===== config.mk =====
export PLATFORM = sky130hd
export DESIGN_NAME = instruction_fetch_unit
export DESIGN_NICKNAME = d
export VERILOG_FILES = /design/src/rtl/instruction_fetch_unit.sv
export SDC_FILE = /design/constraint.sdc
export NUM_CORES = 1
export LEC_CHECK = 0
export BUFFER_PORTS_ARGS = -buffer_cell sky130_fd_sc_hd__buf_2
export CORE_MARGIN = 4
export CORE_UTILIZATION = 58
export DETAILED_ROUTE_END_ITERATION = 8
export GPL_ROUTABILITY_DRIVEN = 0
export PLACE_DENSITY = 0.85
export SLEW_MARGIN = 20
export SYNTH_ARGS = -nofsm -noshare
export SYNTH_HDL_FRONTEND = slang
export SYNTH_SLANG_ARGS = --single-unit

===== constraint.sdc =====
create_clock -name clk -period 12.26 [get_ports clk]
set_clock_uncertainty 0.15 [all_clocks]
set_input_delay 2.452 -clock clk [delete_from_list [all_inputs] [get_ports clk]]
set_output_delay 2.452 -clock clk [all_outputs]
set_load 0.01 [all_outputs]

===== src/rtl/instruction_fetch_unit.sv =====
// Fetch stage: owns the PC, captures the same-cycle instruction word into a
// small PC-tagged FIFO and presents {pc, instr} to decode over valid/ready.
module instruction_fetch_unit #(
    parameter logic [63:0] RESET_PC = 64'd0,
    parameter int          DEPTH    = 2
) (
    input  logic        clk,
    input  logic        reset,
    output logic [63:0] Inst_address,
    input  logic [31:0] Instruction,
    input  logic        branch_valid,
    input  logic [63:0] branch_target,
    output logic        out_valid,
    input  logic        out_ready,
    output logic [31:0] out_instr,
    output logic [63:0] out_pc,
    output logic        misaligned
);

    localparam int PTR_W = (DEPTH > 1) ? $clog2(DEPTH) : 1;
    localparam int CNT_W = $clog2(DEPTH + 1);
    localparam logic [CNT_W-1:0] DEPTH_C = CNT_W'(DEPTH);

    typedef enum logic {FETCH = 1'b0, HALT = 1'b1} state_t;

    state_t             state_reg, state_next;
    logic [63:0]        pc_reg, pc_next;
    logic [PTR_W-1:0]   rd_ptr_reg, rd_ptr_next;
    logic [PTR_W-1:0]   wr_ptr_reg, wr_ptr_next;
    logic [CNT_W-1:0]   count_reg, count_next;
    logic               misaligned_reg, misaligned_next;

    // Entries are read combinationally so the head is visible the cycle after capture.
    logic [63:0]        pc_mem    [DEPTH];
    logic [31:0]        instr_mem [DEPTH];

    logic               pop, space, push, redirect, target_ok;

    assign pop       = (count_reg != '0) && out_ready;
    assign space     = (count_reg < DEPTH_C) || pop;
    assign redirect  = (state_reg == FETCH) && branch_valid;
    assign target_ok = (branch_target[1:0] == 2'b00);
    assign push      = (state_reg == FETCH) && !branch_valid && space;

    // State register (pointers, count, pc, flags).
    always_ff @(posedge clk or negedge reset) begin
        if (!reset) begin
            state_reg      <= FETCH;
            pc_reg         <= RESET_PC;
            rd_ptr_reg     <= '0;
            wr_ptr_reg     <= '0;
            count_reg      <= '0;
            misaligned_reg <= 1'b0;
        end else begin
            state_reg      <= state_next;
            pc_reg         <= pc_next;
            rd_ptr_reg     <= rd_ptr_next;
            wr_ptr_reg     <= wr_ptr_next;
            count_reg      <= count_next;
            misaligned_reg <= misaligned_next;
        end
    end

    // Buffer contents carry no reset; validity is tracked by count.
    always_ff @(posedge clk) begin
        if (push) begin
            pc_mem[wr_ptr_reg]    <= pc_reg;
            instr_mem[wr_ptr_reg] <= Instruction;
        end
    end

    // Next-state logic.
    always_comb begin
        state_next = state_reg;
        if (redirect && !target_ok) begin
            state_next = HALT;
        end
    end

    // Datapath next values; a redirect flushes and outranks push/pop bookkeeping.
    always_comb begin
        pc_next         = pc_reg;
        rd_ptr_next     = rd_ptr_reg;
        wr_ptr_next     = wr_ptr_reg;
        count_next      = count_reg;
        misaligned_next = misaligned_reg;
        if (redirect) begin
            rd_ptr_next = '0;
            wr_ptr_next = '0;
            count_next  = '0;
            if (target_ok) begin
                pc_next = branch_target;
            end else begin
                misaligned_next = 1'b1;
            end
        end else begin
            if (push) begin
                pc_next     = pc_reg + 64'd4;
                wr_ptr_next = wr_ptr_reg + PTR_W'(1);
            end
            if (pop) begin
                rd_ptr_next = rd_ptr_reg + PTR_W'(1);
            end
            count_next = count_reg + CNT_W'(push) - CNT_W'(pop);
        end
    end

    // Output logic.
    always_comb begin
        Inst_address = pc_reg;
        out_valid    = (count_reg != '0);
        out_pc       = pc_mem[rd_ptr_reg];
        out_instr    = instr_mem[rd_ptr_reg];
        misaligned   = misaligned_reg;
    end

endmodule


==> metrics.md, run 1 <==
| Metric | Value |
|---|---|
| Vias per cell | between 6 and 7 |
| Outcome | finished clean |
| Post-CTS Hold Buffers | 0 |
| Register area share after synthesis | 0.643 |
| I/O pins | 262 |
| LEAKAGE | 5.31 nW |
| Syn Nets | roughly 990 |
| Initial DRT Pass Iterations | 5 |
| Most common cell after layout, fill and taps aside | buf_2 |
| CTS tree | built |
| Post-synth EDFFs | roughly 190 |
| Count of different cell masters after synthesis | between 60 and 70 |
| Critical path, cell by cell | buf_2 > or2_2 > nor2_1 > buf_4 > clkinv_1 > nor2_4 > buf_4 |
| Hold Path Origin | Inst_address[1] |
| Critical Path Fanout Max | 62 |
| Met3 WL | approximately 3200 um |
| Slowest-stage cell, CP | nor2_4 |
| Nets | 1239 |
| Post-Syn Area | ~0.012 mm2 |
| Post-CTS setup buffers | 0 |
| Routed vias | 8852 |
| Worst-Margin Slew | roughly 1.2 ns |
| Die span in x | between 100 and 150 um |
| Critical Path End Type | flop |
| Startpoint Class | input pin |
| Remaining DRCs | 0 |
| Top Metal Used | met5 |
| Initial DRC Count | approximately 960 |
| Multiplexer share of the synthesized area | 0.0954 |
| Ys async rst share | 0.264 |
| CP required | between 10 and 15 ns |
| Power per cell area | 160 mW/mm2 |
| Length of routed wiring on met1 | 11700 um |
| Total GRT Usage | 0.260 |
| Biggest register | pc_mem |
| Top cell by count, worst path | buf_4 |
| Initial antenna violation count | 2 |
| Setup Crit Path Kind | input pin to flop |
| Post-CTS resize count | 0 |
| Worst Hold Class | flop to flop |
| Mean Syn Cell Area | between 10 and 15 um2 |
| Tcrit/Tclk final | 0.437 |
| Design area | between 0.01 and 0.015 mm2 |
| Clock root cell | clkbuf_16 |
| Crit path max-delay family | buffers and inverters |
| Peak VDD IR | around 0.17 mV |
| R2R Path Start | state_reg |
| Grt ovf | 0 |
| Max-cap violations | 0 |
| Synth Area in Compound Gates | 0.0920 |
| Max reg flops | around 130 |
| Min-Delay Endpoint | pc_mem[1][1] |
| Clock buffer depth | 3 |
| Adder-cell area share of the yosys netlist | 0.00322 |
| Worst hold stages | 0 |
| Setup TNS | 0 ns |
| Fillers | 1380 |
| Final Hold Viols | 0 |
| Post-route ant nets | 0 |
| Die H | between 100 and 150 um |
| FP Rows | just over 50 |
| Reg clk slew, reported paths | 0.06 ns |
| Max Fclk | ~190 MHz |
| Drt total wl | between 30000 and 40000 um |
| Largest stage delay on the critical path | about 0.88 ns |
| Vias in the first global route | just over 8000 |
| Layout cells sized above 1 | 0.376 |
| CTS sink count | 261 |
| Slew HR | 0.206 |
| Post-DP HPWL | 20300 um |
| First-pass GRT wire length | roughly 46000 um |
| Tmin final | 5.36 ns |
| IO Port Bufs | 261 |
| Initial Util | 0.595 |
| Yosys warns | 0 |
| Area Overhead vs Synth | 20.3% |
| Avg WL per Cell | 21.3 um |
| Placed Area | ~0.013 mm2 |
| Max Slew Vio Count | 0 |
| Synth Instances | a little under 900 |
| Synth Area in XOR/XNOR | 0.00225 |
| Setup-failing EPs final | 0 |
| Largest net degree at the start of global routing | 100 |
| Most frequent cells in the layout | buf_2, edfxtp_1, mux2_2 |
| Die area | 0.0224 mm2 |
| RSZ-0062 raised after global routing | no |
| FF-to-FF End | pc_mem[0][60] |
| Total CTS buffers | 26 |
| Buf/Inv on CP | 4 |
| Largest family of logic cells by synthesized area | simple AND/OR/NAND/NOR gates |
| Clk_lat worst skew | ~0.54 ns |
| Core ar. | ~0.020 mm2 |
| H-tree depth | 1 |
| Worst path arrival time | about 5.4 ns |
| Most used flip-flop cell after synthesis | edfxtp_1 |
| Post-Synth Simple-Gate Area | 0.144 |
| Setup slack, reg-to-reg | around 8.5 ns |
| #FFs+latches synth | 261 |
| R2R cell count | 6 |
| Met2 wire len | between 10000 and 15000 um |
-- worst max path at each step --
stage | cells past startpoint | endpoint | slack (ns) | start
after floorplan | 4 | instr_mem[0][0] | 4.41 | branch_valid
after global placement | 7 | pc_mem[0][59] | 6.44 | branch_valid
after detailed placement | 7 | pc_mem[0][60] | 6.37 | branch_valid
after CTS | 7 | pc_mem[0][57] | 6.92 | branch_valid
after global routing | 7 | pc_mem[0][60] | 6.70 | branch_valid
final | 7 | pc_mem[0][60] | 6.90 | branch_valid
-- metal layers --
layer | vias up | global-route usage
li1 | 3974 | -
met1 | 4291 | 0.357
met2 | 525 | 0.435
met3 | 60 | 0.0533
met4 | 2 | 0.0544
met5 | - | 0
-- per-stage QoR --
| step | setup slack (ns) | utilization | total power [W] | std cells | hold slack [ns] |
|---|---|---|---|---|---|
| floorplan | 4.41 | - | 0.00133 | 890 | 0.323 |
| global route | 6.70 | 0.716 | 0.00234 | 1422 | 0.393 |
| CTS | 6.92 | 0.716 | 0.00226 | 1421 | 0.367 |
| finish | 6.90 | 0.716 | 0.00225 | 1423 | 0.354 |
| detailed placement | 6.37 | 0.673 | 0.00151 | 1373 | 0.353 |
| global placement | 6.44 | 0.673 | 0.00150 | 1373 | 0.335 |
-- area by class of cell --
class                      count  area (um2)  share of cell area
sequential                   261        7500               0.534
timing repair buffer         269        1370              0.0976
antenna                        2        5.00            0.000357
inverter                       8        30.0             0.00214
clock buffer                  37         762              0.0543
tap                          265         332              0.0236
clock inverter                11        70.1             0.00500
multi-input combinational    570        3960               0.283
-- Yosys cell counts, drive strengths merged (15+ instances only) --
cell type  number  area (um2)
edfxtp        192        5770
clkbuf         36         135
buf            15        70.1
nand3          54         293
o21ai          28         144
nand4          36         246
o22ai          18         113
dfrtp          69        1730
mux2           97        1090
a21oi          51         255
and3           20         126
nor4           17         170
nor2           46         173
nor3           26         130
nand2          61         229
-- cells by family after synthesis --
logic type               count (synthesis)
AO/OA/AOI/OAI                          163
XOR/XNOR                                 3
adder cells (fa/ha/maj)                  3
buffers and inverters                   59
flip-flops                             261
multiplexers                            99
AND/OR/NAND/NOR                        302
-- report_power, final --
group	internal, W	total [W]	switching, W
logic	0.000221	0.000425	0.000204
clock network	0.000434	0.000759	0.000326
registers	0.000980	0.00107	0.0000854
total	0.00164	0.00225	0.000615
Note: power is estimated with default switching activity, not from simulation.
==> run 2, diff against run 1 <==
Settings changed: CORE_UTILIZATION 58 to 54, PLACE_DENSITY 0.85 to 0.8.
Clock period 12.26 ns to 5.55 ns, I/O delays scaled along.
==> run 2 against run 1 <==
- largest cell class unchanged
- worst setup slack worse by 5.0 ns
- hold slack better by 0.078 ns
- total power rose by 130%
- via count fell by 2.1%
- cell count grew 0.98%
- non-clock buffer count grew 3
- clock-buffer cell count is 1 lower
- sequential cell count unchanged
- routed wire length rose by 1.6%
==> metrics.md, run 2 (synthesized netlist as in run 1, its figures left out) <==
| Metric | Value |
|---|---|
| LEAKAGE | 5.36 nW |
| FF-to-FF End | Inst_address[56] |
| Nets | about 1200 |
| Clk_lat worst skew | ~0.53 ns |
| CP required | ~4.3 ns |
| Critical Path End Type | output pin |
| Remaining DRCs | 0 |
| R2R cell count | 6 |
| Most frequent cells in the layout | buf_2, edfxtp_1, mux2_2 |
| Max Fclk | 272 MHz |
| Max reg flops | about 130 |
| Outcome | finished clean |
| Layout cells sized above 1 | 0.375 |
| Tmin final | 3.68 ns |
| Post-CTS resize count | 0 |
| Slowest-stage cell, CP | dfrtp_4 |
| Hold Slack | 0.432 ns |
| Area Overhead vs Synth | 21.3% |
| Worst-Margin Slew | 1.07 ns |
| Initial DRC Count | between 700 and 800 |
| Most common cell after layout, fill and taps aside | buf_2 |
| H-tree depth | 1 |
| Largest net degree at the start of global routing | 70 |
| Min-Delay Endpoint | wr_ptr_reg |
| Die area | between 0.02 and 0.025 mm2 |
| Die span in x | 155 um |
| Critical Path Fanout Max | 48 |
| Worst hold stages | 1 |
| Crit path max-delay family | flip-flops |
| Biggest register | pc_mem |
| I/O pins | 262 |
| Post-route ant nets | 0 |
| Initial antenna violation count | 2 |
| Vias per cell | a little over 6 |
| Critical path, cell by cell | buf_4 > mux2_2 > buf_2 |
| CTS sink count | approximately 260 |
| Clock buffer depth | 3 |
| Setup Crit Path Kind | flop to output pin |
| CTS tree | built |
| Tcrit/Tclk final | 0.663 |
| FP Rows | 53 |
| Reg clk slew, reported paths | 0.06 ns |
| First-pass GRT wire length | roughly 48000 um |
| Total GRT Usage | 0.248 |
| Clock root cell | clkbuf_16 |
| Peak VDD IR | approximately 0.27 mV |
| Post-CTS setup buffers | 0 |
| Buf/Inv on CP | 2 |
| Setup slack, reg-to-reg | approximately 2.3 ns |
| Max Slew Vio Count | 0 |
| Worst path arrival time | 2.42 ns |
| Worst Hold Class | flop to flop |
| Grt ovf | 0 |
| IO Port Bufs | between 200 and 300 |
| Avg WL per Cell | 21.4 um |
| Die H | 155 um |
| Setup-failing EPs final | 0 |
| Largest stage delay on the critical path | between 0.8 and 0.9 ns |
| Initial Util | 0.551 |
| Final Hold Viols | 0 |
| Fillers | 1610 |
| Post-CTS Hold Buffers | 0 |
| Total CTS buffers | 27 |
| Core ar. | around 0.021 mm2 |
| R2R Path Start | Inst_address[2] |
| Hold Path Origin | wr_ptr_reg |
| Multi-input combinational cell area | approximately 0.0040 mm2 |
| RSZ-0062 raised after global routing | no |
| Startpoint Class | flop |
| Power per cell area | between 300 and 400 mW/mm2 |
| Drt total wl | 30800 um |
| Setup TNS | 0 ns |
| Sequential Area | roughly 0.0075 mm2 |
| Routed vias | just under 9000 |
| Post-DP HPWL | between 20000 and 25000 um |
| Vias in the first global route | roughly 8600 |
| Slew HR | 0.283 |
| Initial DRT Pass Iterations | 8 |
| Max-cap violations | 0 |
run 2: cell types whose count changed in the layout (fill, tap and decap cells not counted), sizes merged:
cell,before,now
clkbuf,37,36
buf,269,272
bufinv,0,4
clkinvlp,1,0
inv,8,7
run 2: power breakdown:
part / internal, W / switching (W) / leakage, nW
logic: 0.000493 / 0.000448 / 2.41
registers: 0.00217 / 0.000188 / 2.51
clock network: 0.00109 / 0.000725 / 0.434
run 2: stage by stage:
stage | setup WS [ns] | cell area, um2 | power [W] | instances | util
floorplan | 0.657 | 11700 | 0.00293 | 890 | -
global placement | 1.86 | 13200 | 0.00333 | 1385 | 0.625
detailed placement | 1.81 | 13200 | 0.00334 | 1385 | 0.625
CTS | 1.82 | 14100 | 0.00515 | 1434 | 0.667
global route | 1.76 | 14100 | 0.00532 | 1436 | 0.668
finish | 1.87 | 14100 | 0.00511 | 1437 | 0.668
run 2: final cells by class:
type	instances	area share
Antenna cell	2	0.000354
Multi-Input combinational cell	570	0.281
Clock buffer	36	0.0509
Timing Repair Buffer	272	0.0998
Tap cell	275	0.0243
Sequential cell	261	0.530
Inverter	8	0.00212
Clock inverter	13	0.0117
run 2: worst max path at each step:
stage,from,endpoint,cells past startpoint
6_report,rd_ptr_reg,out_pc[21],3
5_1_grt,rd_ptr_reg,out_pc[48],3
4_1_cts,rd_ptr_reg,out_pc[18],3
3_5_place_dp,branch_valid,instr_mem[0][10],7
3_3_place_gp,branch_valid,instr_mem[0][10],7
2_1_floorplan,branch_valid,instr_mem[0][0],4
run 2: metal layers:
layer  part of all wire  GRT usage  routed length [um]  up-vias
met5            0.00023          0                   7        -
met1               0.39      0.331               12200     4222
met3              0.092     0.0503                2830       40
met2               0.50      0.423               15300      435
li1                   -          -                   -     3967
met4              0.017     0.0576                 515        2
